--- src/rtl/inst_fetch_ctrl.sv ---
// Instruction fetch controller: issues one instruction-bus request at a time,
// captures the returned word and presents it to decode until accepted. A
// redirect (IF_Flush) kills any in-flight fetch; a response that is already
// committed on the bus is drained in DISCARD so it cannot be mistaken for
// the redirected fetch.
module inst_fetch_ctrl (
    input  logic        clk,
    input  logic        rst,
    input  logic [31:0] IF_PC,
    output logic        PC_Wr,
    input  logic        IF_Flush,
    output logic        inst_req,
    output logic [31:0] inst_addr,
    input  logic        inst_addr_ok,
    input  logic        inst_data_ok,
    input  logic [31:0] inst_rdata,
    input  logic        ID_Ready,
    output logic        IF_Valid,
    output logic [31:0] IF_Instr,
    output logic [31:0] IF_InstPC
);

    typedef enum logic [1:0] {
        S_IDLE    = 2'd0,
        S_WAIT    = 2'd1,
        S_HOLD    = 2'd2,
        S_DISCARD = 2'd3
    } state_t;

    state_t      state_q, state_d;
    logic [31:0] pc_q, pc_d;
    logic        valid_q, valid_d;
    logic [31:0] instr_q, instr_d;
    logic [31:0] inst_pc_q, inst_pc_d;
    logic        addr_acc;

    // State register; reset abandons any bus transaction outright
    always_ff @(posedge clk or negedge rst) begin
        if (!rst) begin
            state_q <= S_IDLE;
        end else begin
            state_q <= state_d;
        end
    end

    // Next-state logic; bus handshakes arriving in the wrong state are ignored
    always_comb begin
        state_d = state_q;
        unique case (state_q)
            S_IDLE: begin
                if (addr_acc) state_d = S_WAIT;
            end
            S_WAIT: begin
                if (inst_data_ok) state_d = IF_Flush ? S_IDLE : S_HOLD;
                else if (IF_Flush) state_d = S_DISCARD;
            end
            S_HOLD: begin
                if (IF_Flush || ID_Ready) state_d = S_IDLE;
            end
            S_DISCARD: begin
                // the stale response is the only one outstanding; once it
                // lands the bus is free, whatever else happens this cycle
                if (inst_data_ok) state_d = S_IDLE;
            end
            default: state_d = S_IDLE;
        endcase
    end

    // Output logic: request only from IDLE, never while redirecting or in reset
    always_comb begin
        inst_req  = (state_q == S_IDLE) && rst && !IF_Flush;
        inst_addr = IF_PC;
        addr_acc  = inst_req && inst_addr_ok;
        PC_Wr     = rst && (addr_acc || IF_Flush);
    end

    // Datapath next values: capture request PC, load response, retire to decode
    always_comb begin
        pc_d      = pc_q;
        valid_d   = valid_q;
        instr_d   = instr_q;
        inst_pc_d = inst_pc_q;
        unique case (state_q)
            S_IDLE: begin
                if (addr_acc) pc_d = IF_PC;
            end
            S_WAIT: begin
                if (inst_data_ok && !IF_Flush) begin
                    valid_d   = 1'b1;
                    instr_d   = inst_rdata;
                    inst_pc_d = pc_q;
                end
            end
            S_HOLD: begin
                if (IF_Flush || ID_Ready) valid_d = 1'b0;
            end
            default: ;
        endcase
    end

    // Datapath registers; cleared by reset so decode never sees stale words
    always_ff @(posedge clk or negedge rst) begin
        if (!rst) begin
            pc_q      <= 32'h0000_0000;
            valid_q   <= 1'b0;
            instr_q   <= 32'h0000_0000;
            inst_pc_q <= 32'h0000_0000;
        end else begin
            pc_q      <= pc_d;
            valid_q   <= valid_d;
            instr_q   <= instr_d;
            inst_pc_q <= inst_pc_d;
        end
    end

    assign IF_Valid  = valid_q;
    assign IF_Instr  = instr_q;
    assign IF_InstPC = inst_pc_q;

endmodule

--- config.mk ---
export PLATFORM = sky130hd
export DESIGN_NAME = inst_fetch_ctrl
export DESIGN_NICKNAME = d
export VERILOG_FILES = /design/src/rtl/inst_fetch_ctrl.sv
export SDC_FILE = /design/constraint.sdc
export NUM_CORES = 1
export LEC_CHECK = 0
export ABC_AREA = 1
export CAP_MARGIN = 10
export CORE_UTILIZATION = 40
export DETAILED_ROUTE_END_ITERATION = 7
export PLACE_DENSITY = 0.76
export SYNTH_ARGS = -nofsm -noshare
export SYNTH_HDL_FRONTEND = slang
export SYNTH_SLANG_ARGS = --single-unit
--- constraint.sdc ---
create_clock -name clk -period 1.09 [get_ports clk]
set_input_delay 0.218 -clock clk [delete_from_list [all_inputs] [get_ports clk]]
set_output_delay 0.218 -clock clk [all_outputs]
set_load 0.01 [all_outputs]
==> results of run 1 <==
-- through the flow --
step,TNS [ps],utilization
finish,-30360,0.679
global route,-38350,0.679
CTS,-39650,0.605
detailed placement,-65340,0.596
global placement,-63020,0.596
floorplan,-7100,-
-- timing repair --
| action | CTS | global route |
|---|---|---|
| gates cloned | 4 | 5 |
| gates resized for setup | 412 | 134 |
| setup endpoints to repair | 198 | 158 |
| hold buffers | 1 | 0 |
| endpoints found under the hold margin | 1 | 0 |
| setup buffers | 13 | 29 |
| pin swaps | 2 | 5 |
-- layout make-up --
type	instances	share of cell area
Inverter	104	0.0527
Clock inverter	1	0.00403
Timing Repair Buffer	274	0.323
Clock buffer	15	0.0372
Multi-Input combinational cell	218	0.227
Tap cell	140	0.0235
Sequential cell	99	0.332
-- power breakdown --
group / switching [mW] / internal (mW) / leakage [nW]
clock network: 1.26 / 1.97 / 0.150
logic: 4.22 / 4.78 / 2.57
registers: 1.15 / 5.39 / 1.25
total: 6.63 / 12.1 / 3.97
-- worst max-delay path: cells and delay by family, from the launching register on --
family | cells | cell delay, ps
AO/OA/AOI/OAI | 1 | 180
buffers and inverters | 1 | 110
flip-flops | 1 | 410
AND/OR/NAND/NOR | 2 | 300
-- per-layer routing --
layer	vias to the layer above	GRT usage	share of wire	routed length (um)
met1	1842	0.217	0.40	4630
li1	1869	-	-	-
met5	-	0	0	0
met3	20	0.0293	0.053	614
met4	0	0.0753	0.020	232
met2	119	0.333	0.53	6130
-- kinds of logic (layout without fill, tap and decap cells) --
family	count (synthesis)	in the layout
AOI/OAI and AO/OA	100	100
and+or+nand+nor	118	118
buffers and inverters	158	394
DFF	99	99
-- path summary, 6_finish.rpt --
check / start / slack, ps / cells past startpoint / endpoint
setup / recovery: state_q[1] / -460 / 4 / PC_Wr
max in group asynchronous: rst / 540 / 2 / IF_Instr[8]
min in group clk: IF_PC[25] / 300 / 4 / pc_q[25]
hold / removal: rst / 70 / 2 / state_q[1]
setup reg to reg: state_q[1] / -410 / 6 / pc_q[18]
hold reg to reg: IF_InstPC[25] / 480 / 2 / IF_InstPC[25]
-- layout by cell type, fill, tap and decap left out, drive strengths merged --
cell type / n
dfrtp: 99
nand4: 1
clkdlybuf4s50: 63
dlygate4sd2: 3
bufinv: 1
bufbuf: 1
nand2: 106
nor3: 1
o21ai: 98
a21oi: 1
clkdlybuf4s15: 1
nand3: 4
inv: 104
clkbuf: 20
dlymetal6s2s: 2
nor2: 6
a21boi: 1
buf: 198
dlygate4sd3: 1
-- flip-flops by register name, summed over array words and instances, names as in the netlist --
register	count
state_q	2
IF_InstPC	32
IF_Instr	32
IF_Valid	1
pc_q	32
==> results.rst, run 1 <==
.. list-table::
   :header-rows: 1

   * - Metric
     - Value
   * - Run status
     - complete, but fails checks
   * - Synth Register Bits
     - 99
   * - Area occupied by multi-input gates
     - 0.00169 sq mm
   * - Synthesized Nets
     - 545
   * - Count of max-cap constraint violations
     - 0
   * - Top-area cell type share of the netlist area
     - 0.540
   * - Number of warnings printed during yosys synthesis
     - 0
   * - Sequential share of the synthesized area
     - 0.540
   * - Antenna violations before repair
     - 0
   * - Highest Clock Rate
     - 646 MHz
   * - Crit-path max cell delay
     - 410 ps
   * - Number of I/O pins
     - 169
   * - Cell Pwr Density
     - 2520 mW/mm^2
   * - Port Buffers
     - 168
   * - Antenna diodes
     - 0
   * - Height of the die
     - 109 um
   * - Total number of H-tree levels
     - 3
   * - Worst Setup End Kind
     - output pin
   * - Routability-driven placement congestion ratio
     - 0.799
   * - Static power due to leakage
     - 3.97 nW
   * - Average vias per placed instance
     - 4.52
   * - Post-layout worst setup margin
     - -459 ps
   * - Minimum hold slack
     - 66.8 ps
   * - Cell Rows
     - 38
   * - Most common cell in the synthesized netlist
     - nand2_1
   * - Rel. slew slack
     - 0.516
   * - Width of the die
     - 109 um
   * - GRT Resource Usage Total
     - 0.185
   * - Type of the worst min-delay path
     - primary input to async pin
   * - Total die area
     - 0.0119 sq mm
   * - Initial DRC Count
     - 155
   * - Library cell with the largest summed area after synthesis
     - dfrtp_1
   * - Final setup violation count
     - 122
   * - Post-layout min period
     - 1550 ps
   * - Count of unique library cells instantiated by Yosys
     - 18
   * - Share of async-settable or async-resettable flops after synthesis
     - 1.00
   * - Maximum number of pins on one net before global-route repair
     - 59
   * - Worst setup skew after layout
     - 4.69 ps
   * - List of cells traversed by the critical path
     - nor2_4 > nand4_1 > a21boi_4 > buf_6
   * - Setup CP Type
     - flop to output pin
   * - Count of flip-flops with a built-in enable after synthesis
     - 0
   * - Core outline area
     - 0.0110 sq mm
   * - Placed cell area
     - 0.00655 sq mm
   * - Arrival time at the worst endpoint
     - 1330 ps
   * - Overflow after GRT
     - 0
   * - Overall power after layout
     - 18.8 mW
   * - Maximum fanout count along the critical path
     - 2
   * - Filler-free cell count of the finished design
     - 851
   * - Final slew viol count
     - 0
   * - Most common library cells after synthesis
     - nand2_1, inv_1, dfrtp_1
   * - FF+latch area
     - 0.00248 sq mm
   * - Setup repair after global routing missed its margin
     - yes
   * - Main combinational cell family by area after synthesis
     - buffers and inverters
   * - Starting utilization of the core area
     - 0.418
   * - Routed Antenna Nets
     - 0
   * - Failing checks
     - negative setup slack
   * - Syn Area/Cell
     - 9.66 sq um
   * - Proportion of synthesized area in mux cells
     - 0
   * - Final Hold Fails
     - 0
   * - Number of buffers inserted during clock tree synthesis
     - 9
   * - VDD IR-drop max
     - 1.22 mV
   * - CTS Sinks
     - 99
   * - Routed wire per std cell
     - 13.6 um
   * - Synthesized-area fraction occupied by ao, oa, aoi and oai cells
     - 0.173
   * - Worst path slowest cell
     - dfrtp_1
   * - Final wirelength
     - 11.6 mm
   * - Number of cells after detailed placement
     - 787
   * - Via count of the first global-routing pass
     - 3596
   * - Clock Root Buffer
     - clkbuf_16
   * - Top cells by area in the synthesized netlist
     - dfrtp_1, o21ai_2, nand2_1, inv_1, buf_4
   * - Summed instance area of the synthesized netlist
     - 0.00459 sq mm
   * - Post-route cell area
     - 0.00746 sq mm
   * - Synth Flop Type
     - dfrtp_1
   * - TritonCTS clock tree
     - built
   * - First-pass GRT wire length
     - 16.8 mm
   * - Number of inserted filler cells in the final layout
     - 857
   * - Clock transition at the register clock pins on the worst setup and hold paths after CTS
     - 60 ps
   * - Clock network latency to the later pin of the worst-skew pair
     - 330 ps
   * - Final clock period utilization by the worst path
     - 1.42
   * - Total Nets Final
     - 776
   * - Number of instances in the synthesized netlist
     - 475
   * - Worst setup SP type
     - flop
   * - Required time worst endpoint
     - 870 ps
   * - Number of design rule violations left after detail routing
     - 0
   * - Layout cells sized above 1
     - 0.527
   * - Detailed placement HPWL
     - 7.20 mm
   * - Xor/xnor share of the synthesized area
     - 0
   * - Fraction of the mapped netlist area in adder cells
     - 0
   * - Pre-antenna DRT Iters
     - 4
   * - Least-Margin Pin Slew
     - 725 ps
   * - Setup slack after placement
     - -786 ps
   * - Area Overhead vs Synth
     - 62.6%
   * - Via total after detailed routing
     - 3850
   * - Simple-gate share of the synthesized area
     - 0.0996
   * - CTS max path bufs
     - 2
Power figures use the tool's default switching activity.
==> run 2: changes to the inputs <==
--- a/config.mk
+++ b/config.mk
@@ -6,10 +6,10 @@
 export NUM_CORES = 1
 export LEC_CHECK = 0
 export ABC_AREA = 1
-export CAP_MARGIN = 10
 export CORE_UTILIZATION = 40
 export DETAILED_ROUTE_END_ITERATION = 7
 export PLACE_DENSITY = 0.76
 export SYNTH_ARGS = -nofsm -noshare
 export SYNTH_HDL_FRONTEND = slang
 export SYNTH_SLANG_ARGS = --single-unit
+export TNS_END_PERCENT = 30
==> run 2 against run 1 <==
Effect of this change: the flow still finishes with violations (negative setup slack); global-route usage fell by 2.0 points; via count fell by 5.2%; fmax fell by 1.1%; critical path depth did not move; clock-buffer cell count fell by 4; sequential share of layout area rose by 3.6 points; sequential cell count did not move; clock skew rose by 2.0 ps; first-iteration DRC count fell by 5.2%; cell count fell by 5.8%; design area fell by 9.8%; register-to-register slack barely moved; critical path type unchanged; critical endpoint unchanged; largest cell class unchanged; highest routed layer unchanged.
==> results.rst, run 2 (synthesized netlist as in run 1, its figures left out) <==
.. list-table::
   :header-rows: 1

   * - Metric
     - Value
   * - Run status
     - complete, but fails checks (unchanged)
   * - Failing checks
     - negative setup slack (unchanged)
   * - CTS max path bufs
     - 2 (unchanged)
   * - Stages on the worst setup path
     - 4 (unchanged)
   * - Cell Rows
     - 38 (unchanged)
   * - Pre-antenna DRT Iters
     - 4 (unchanged)
   * - Final Hold Fails
     - 0 (unchanged)
   * - Crit. Startpoint
     - state_q[1] (unchanged)
   * - Routability-driven placement congestion ratio
     - 0.813 (was 0.799)
   * - TritonCTS clock tree
     - built (unchanged)
   * - Clock Root Buffer
     - clkbuf_16 (unchanged)
   * - Combined buffer and inverter count along the critical path
     - 1 (unchanged)
   * - Most common cell after layout, fill and taps aside
     - inv_1 (unchanged)
   * - Post-layout utilization of the core
     - 0.613 (was 0.679)
   * - Worst path slowest cell
     - dfrtp_1 (unchanged)
   * - Number of buffers inserted by hold repair at cts
     - 0 (was 1)
   * - Routed Antenna Nets
     - 0 (unchanged)
   * - Maximum fanout count along the critical path
     - 2 (unchanged)
   * - Setup repair after global routing missed its margin
     - yes (unchanged)
   * - Total Neg Setup Slack
     - -32240 ps (was -30360 ps)
   * - Filler-free cell count of the finished design
     - 802 (was 851)
   * - Final setup violation count
     - 111 (was 122)
   * - Count of max-cap constraint violations
     - 0 (unchanged)
   * - GRT Resource Usage Total
     - 0.165 (was 0.185)
   * - Core outline area
     - 0.0110 sq mm (unchanged)
   * - Number of design rule violations left after detail routing
     - 0 (unchanged)
   * - Highest Clock Rate
     - 638 MHz (was 646 MHz)
   * - Number of buffers inserted during clock tree synthesis
     - 9 (unchanged)
   * - Number of cells after detailed placement
     - 762 (was 787)
   * - Total number of H-tree levels
     - 3 (unchanged)
   * - Placed cell area
     - 0.00631 sq mm (was 0.00655 sq mm)
   * - Clock network latency to the later pin of the worst-skew pair
     - 340 ps (was 330 ps)
   * - Overflow after GRT
     - 0 (unchanged)
   * - Via total after detailed routing
     - 3649 (was 3850)
   * - Cell Pwr Density
     - 2460 mW/mm^2 (was 2520 mW/mm^2)
   * - CTS Sinks
     - 99 (unchanged)
   * - Final slew viol count
     - 0 (unchanged)
   * - Setup CP Type
     - flop to output pin (unchanged)
   * - Type of the worst min-delay path
     - primary input to async pin (unchanged)
   * - Crit-path max cell delay
     - 410 ps (about the same)
   * - Port Buffers
     - 168 (unchanged)
   * - Routed wire per std cell
     - 13.9 um (was 13.6 um)
   * - Kind of cell with the highest combined delay on the critical path
     - flip-flops (unchanged)
   * - Worst setup skew after layout
     - 6.64 ps (was 4.69 ps)
   * - Least-Margin Pin Slew
     - 753 ps (was 725 ps)
   * - Arrival time at the worst endpoint
     - 1350 ps (was 1330 ps)
   * - Top library cells by usage in the layout, fill and taps aside
     - inv_1, dfrtp_1, buf_2, o21ai_2, nand2_1 (was inv_1, dfrtp_1, buf_2, o21ai_2, buf_4)
   * - Post-layout worst setup margin
     - -476 ps (was -459 ps)
   * - Total Nets Final
     - 727 (was 776)
   * - Worst setup SP type
     - flop (unchanged)
   * - First-pass GRT wire length
     - 15.2 mm (was 16.8 mm)
   * - Antenna diodes
     - 0 (unchanged)
   * - Rel. slew slack
     - 0.498 (was 0.516)
   * - Final clock period utilization by the worst path
     - 1.44 (was 1.42)
   * - Initial DRC Count
     - 147 (was 155)
   * - Number of I/O pins
     - 169 (unchanged)
   * - Starting utilization of the core area
     - 0.418 (unchanged)
   * - Via count of the first global-routing pass
     - 3417 (was 3596)
   * - Area Overhead vs Synth
     - 46.8% (was 62.6%)
   * - VDD IR-drop max
     - 1.11 mV (was 1.22 mV)
   * - Final wirelength
     - 11.2 mm (was 11.6 mm)
   * - Total die area
     - 0.0119 sq mm (unchanged)
   * - Post-layout min period
     - 1570 ps (was 1550 ps)
   * - List of cells traversed by the critical path
     - nor2_4 > nand4_1 > a21boi_4 > buf_6 (unchanged)
   * - Antenna violations before repair
     - 0 (unchanged)
   * - Post-route cell area
     - 0.00673 sq mm (was 0.00746 sq mm)
   * - Number of cells on the worst reg-to-reg path
     - 7 (was 6)
   * - Detailed placement HPWL
     - 6.74 mm (was 7.20 mm)
   * - Worst Setup End Kind
     - output pin (unchanged)
   * - Startpoint of the most critical register-to-register path
     - state_q[1] (unchanged)
   * - Maximum number of pins on one net before global-route repair
     - 60 (was 59)
   * - Height of the die
     - 109 um (unchanged)
   * - Average vias per placed instance
     - 4.55 (was 4.52)
   * - Width of the die
     - 109 um (unchanged)
   * - Clock transition at the register clock pins on the worst setup and hold paths after CTS
     - 70 ps (was 60 ps)
   * - Minimum hold slack
     - 116 ps (was 66.8 ps)
   * - Static power due to leakage
     - 3.63 nW (was 3.97 nW)
   * - Layout cells sized above 1
     - 0.438 (was 0.527)
   * - Required time worst endpoint
     - 870 ps (about the same)
==> run 2: cell count changes in the layout (fill, tap and decap cells not counted), sizes merged <==
cell,change
dlymetal6s2s,+2
dlygate4sd2,-1
clkinv,+1
dlygate4sd3,-1
clkdlybuf4s15,-1
clkdlybuf4s50,-1
buf,-50
clkinvlp,+2
bufbuf,-1
inv,+1
==> run 2: metrics by stage <==
stage          setup WS [ps]  total power [mW]
3_5_place_dp            -798              13.4
3_3_place_gp            -739              13.1
5_1_grt                 -536              17.7
6_report                -476              16.6
2_1_floorplan          -93.0              10.1
4_1_cts                 -533              15.7
==> run 2: report_power, final <==
group          internal [mW]  leakage [nW]  switching [mW]  total (mW)
logic                   3.42          2.24            3.49        6.91
clock network           1.91         0.148            1.33        3.24
registers               5.39          1.25            1.04        6.43
total                   10.7          3.63            5.86        16.6
==> run 2: timing repair <==
action | CTS | global route
gates resized for setup | 407 | 51
setup endpoints to repair | 198 | 164
pin swaps | 3 | 4
gates cloned | 1 | 13
setup buffers | 6 | 5
==> run 2: worst min-delay path, cell delays in order <==
cell and delay [ps]:
buf_4 130, buf_4 120, buf_4 430
==> run 2: layout make-up <==
cell class              instances  area, sq um
flip-flops and latches         99         2480
clock inverters                 5         58.8
fillers                       955         4250
inverters                     104          390
clock buffers                  11          253
well taps                     140          175
repair buffers                225         2000
multi-input cells             218         1370
==> run 2: final timing paths <==
| check | to | slack (ps) |
|---|---|---|
| max | PC_Wr | -480 |
| min | IF_InstPC[0] | 120 |
| max reg2reg | pc_q[27] | -400 |
| min reg2reg | IF_InstPC[25] | 480 |
| max in group asynchronous | IF_InstPC[18] | 380 |
| min in group clk | pc_q[14] | 170 |
==> run 2: metal layers <==
metal  GRT usage  part of all wire
met5           0                 0
met3      0.0275             0.062
met2       0.295              0.50
met1       0.193              0.41
met4      0.0734             0.018
==> run 3: changes to the inputs <==
--- a/config.mk
+++ b/config.mk
@@ -6,9 +6,9 @@
 export NUM_CORES = 1
 export LEC_CHECK = 0
 export ABC_AREA = 1
-export CORE_UTILIZATION = 40
+export CORE_UTILIZATION = 45
 export DETAILED_ROUTE_END_ITERATION = 7
-export PLACE_DENSITY = 0.76
+export PLACE_DENSITY = 0.81
 export SYNTH_ARGS = -nofsm -noshare
 export SYNTH_HDL_FRONTEND = slang
 export SYNTH_SLANG_ARGS = --single-unit
==> constraint.sdc (replaced) <==
create_clock -name clk -period 1.63 [get_ports clk]
set_input_delay 0.326 -clock clk [delete_from_list [all_inputs] [get_ports clk]]
set_output_delay 0.326 -clock clk [all_outputs]
set_load 0.01 [all_outputs]
==> run 3 against run 2 <==
Effect of this change: the run still ends with negative setup slack left; hold slack worse by 68 ps; register-to-register slack better by 510 ps; critical path depth is 1 higher; setup slack improved by 410 ps; design area fell by 3.6%; clock-buffer cell count is 1 lower; via count down 6.6%; clock power fell by 48%; total power fell by 39%; first-iteration DRC count down 59%; die area down 11%; cell count shrank 4.7%.
==> results.rst, run 3 (synthesized netlist as in run 1, its figures left out) <==
.. list-table::
   :header-rows: 1

   * - Metric
     - Value
   * - CTS max path bufs
     - 2 (unchanged)
   * - Initial DRC Count
     - 60 (was 147)
   * - CTS Sinks
     - 99 (unchanged)
   * - Overflow after GRT
     - 0 (unchanged)
   * - Required time worst endpoint
     - 1300 ps (was 870 ps)
   * - Number of design rule violations left after detail routing
     - 0 (unchanged)
   * - Post-layout worst setup margin
     - -70.8 ps (was -476 ps)
   * - Total Nets Final
     - 697 (was 727)
   * - Failing checks
     - negative setup slack (unchanged)
   * - Least-Margin Pin Slew
     - 762 ps (was 753 ps)
   * - GRT Resource Usage Total
     - 0.179 (was 0.165)
   * - List of cells traversed by the critical path
     - clkdlybuf4s50_1 > inv_2 > nand4_1 > a21boi_1 > buf_2 (was nor2_4 > nand4_1 > a21boi_4 > buf_6)
   * - Cell Rows
     - 36 (was 38)
   * - Minimum hold slack
     - 47.8 ps (was 116 ps)
   * - Filler-free cell count of the finished design
     - 764 (was 802)
   * - Count of max-cap constraint violations
     - 0 (unchanged)
   * - Worst path slowest cell
     - clkdlybuf4s50_1 (was dfrtp_1)
   * - First-pass GRT wire length
     - 14.5 mm (was 15.2 mm)
   * - Share of total power consumed by net switching
     - 0.344 (was 0.354)
   * - Core outline area
     - 0.00982 sq mm (was 0.0110 sq mm)
   * - Setup CP Type
     - primary input to output pin (was flop to output pin)
   * - Layout cells sized above 1
     - 0.200 (was 0.438)
   * - Final Hold Fails
     - 0 (unchanged)
   * - Number of buffers inserted by hold repair at cts
     - 0 (unchanged)
   * - Arrival time at the worst endpoint
     - 1370 ps (was 1350 ps)
   * - Highest Clock Rate
     - 588 MHz
   * - Antenna violations before repair
     - 0 (unchanged)
   * - Part of the power in the clock network
     - 0.167 (was 0.195)
   * - Cell Pwr Density
     - 1570 mW/mm^2 (was 2460 mW/mm^2)
   * - Average vias per placed instance
     - 4.46 (was 4.55)
   * - Final slew viol count
     - 0 (unchanged)
   * - Maximum number of pins on one net before global-route repair
     - 65 (was 60)
   * - Worst Setup End Kind
     - output pin (unchanged)
   * - Worst setup SP type
     - primary input (was flop)
   * - Detailed placement HPWL
     - 6.63 mm (was 6.74 mm)
   * - Final wirelength
     - 9.20 mm (was 11.2 mm)
   * - Post-route cell area
     - 0.00649 sq mm (was 0.00673 sq mm)
   * - Crit-path max cell delay
     - 450 ps (was 410 ps)
   * - Setup repair after global routing missed its margin
     - yes (unchanged)
   * - Static power due to leakage
     - 3.90 nW (was 3.63 nW)
   * - Overall power after layout
     - 10.2 mW (was 16.6 mW)
   * - Routed Antenna Nets
     - 0 (unchanged)
   * - Routed wire per std cell
     - 12.0 um (was 13.9 um)
   * - Part of the total power dissipated in combinational logic
     - 0.425 (was 0.417)
   * - Total number of H-tree levels
     - 3 (unchanged)
   * - Starting utilization of the core area
     - 0.467 (was 0.418)
   * - Via total after detailed routing
     - 3407 (was 3649)
   * - Worst setup skew after layout
     - 6.31 ps (was 6.64 ps)
   * - Rel. slew slack
     - 0.492 (was 0.498)
   * - Final setup violation count
     - 16 (was 111)
   * - Clock Root Buffer
     - clkbuf_8 (was clkbuf_16)
   * - Run status
     - complete, but fails checks (unchanged)
   * - Maximum fanout count along the critical path
     - 4 (was 2)
   * - Port Buffers
     - 168 (unchanged)
   * - Antenna diodes
     - 0 (unchanged)
   * - Sequential Power Share
     - 0.409 (was 0.388)
   * - Pre-antenna DRT Iters
     - 4 (unchanged)
   * - Design internal power
     - 6.68 mW (was 10.7 mW)
   * - Routability-driven placement congestion ratio
     - 0.872 (was 0.813)
   * - Setup slack after placement
     - -444 ps (was -798 ps)
   * - Top library cells by usage in the layout, fill and taps aside
     - nand2_1, inv_1, dfrtp_1, clkdlybuf4s50_1, o21ai_2 (was inv_1, dfrtp_1, buf_2, o21ai_2, nand2_1)
   * - Clock transition at the register clock pins on the worst setup and hold paths after CTS
     - 90 ps (was 70 ps)
   * - TritonCTS clock tree
     - built (unchanged)
   * - Final clock period utilization by the worst path
     - 1.04
   * - Post-layout min period
     - 1700 ps
   * - Area Overhead vs Synth
     - 41.4% (was 46.8%)
   * - Type of the worst min-delay path
     - primary input to async pin (unchanged)
   * - Via count of the first global-routing pass
     - 3350 (was 3417)
   * - Number of buffers inserted during clock tree synthesis
     - 9 (unchanged)
   * - Net load switching power
     - 3.50 mW (was 5.86 mW)
   * - Height of the die
     - 103 um (was 109 um)
   * - Width of the die
     - 103 um (was 109 um)
   * - VDD IR-drop max
     - 0.736 mV (was 1.11 mV)
   * - Total die area
     - 0.0106 sq mm (was 0.0119 sq mm)
   * - Number of I/O pins
     - 169 (unchanged)
   * - Most common cell after layout, fill and taps aside
     - nand2_1 (was inv_1)
   * - Placed cell area
     - 0.00620 sq mm (was 0.00631 sq mm)
   * - Clock network latency to the later pin of the worst-skew pair
     - 360 ps (was 340 ps)
   * - Number of cells after detailed placement
     - 749 (was 762)
-- run 3: cell types whose count changed in the layout (fill, tap and decap cells not counted), sizes merged --
cell and change:
dlymetal6s2s +47, clkinv +1, dlygate4sd2 +34, inv -1, bufinv +1, clkinvlp -1, clkbuf -10, clkdlybuf4s50 +16
buf -118
-- run 3: final cells by class --
type / instances / area (sq um)
fillers: 814 / 3330
flip-flops and latches: 99 / 2480
repair buffers: 195 / 1980
multi-input cells: 218 / 1260
inverters: 104 / 390
well taps: 133 / 166
clock buffers: 10 / 138
clock inverters: 5 / 77.6
-- run 3: power by group through the flow --
stage | sequential, mW | combinational, mW | clock, mW
6_report | 4.16 | 4.33 | 1.70
5_1_grt | 4.30 | 4.80 | 1.86
4_1_cts | 4.19 | 4.55 | 1.75
3_5_place_dp | 4.23 | 4.60 | 0
3_3_place_gp | 4.19 | 4.42 | 0
2_1_floorplan | 4.53 | 2.13 | 0
-- run 3: through the flow --
step | TNS, ps | utilization
after floorplan | 0 | -
after global placement | -10400 | 0.631
after detailed placement | -16790 | 0.631
after global routing | -3370 | 0.661
final | -310 | 0.661
after CTS | 0 | 0.648
-- run 3: final timing paths --
check / endpoint / from / depth (start not counted) / slack (ps)
worst min register to register: IF_Valid / IF_Valid / 2 / 470
worst max register to register: pc_q[27] / state_q[0] / 5 / 110
worst min-delay path: pc_q[5] / rst / 2 / 50
worst max-delay path: PC_Wr / IF_Flush / 5 / -70
min in group clk: IF_Valid / IF_Valid / 2 / 470
max in group asynchronous: IF_InstPC[31] / rst / 2 / 960
-- run 3: repair_timing --
action / in CTS / in global routing
buffers inserted: 0 / 0
endpoints found under the setup margin: 38 / 83
gates resized for setup: 47 / 51
-- run 3: per-layer routing --
| layer | part of all wire | track usage | up-vias |
|---|---|---|---|
| met4 | 0.028 | 0.104 | 0 |
| met1 | 0.41 | 0.208 | 1576 |
| li1 | - | - | 1696 |
| met3 | 0.068 | 0.0407 | 23 |
| met5 | 0 | 0 | - |
| met2 | 0.49 | 0.305 | 112 |
-- run 3: worst max-delay path: cells and delay by family --
kind                   cells  cell delay (ps)
and+or+nand+nor            1              160
AOI/OAI and AO/OA          1              180
buffers and inverters      3              710
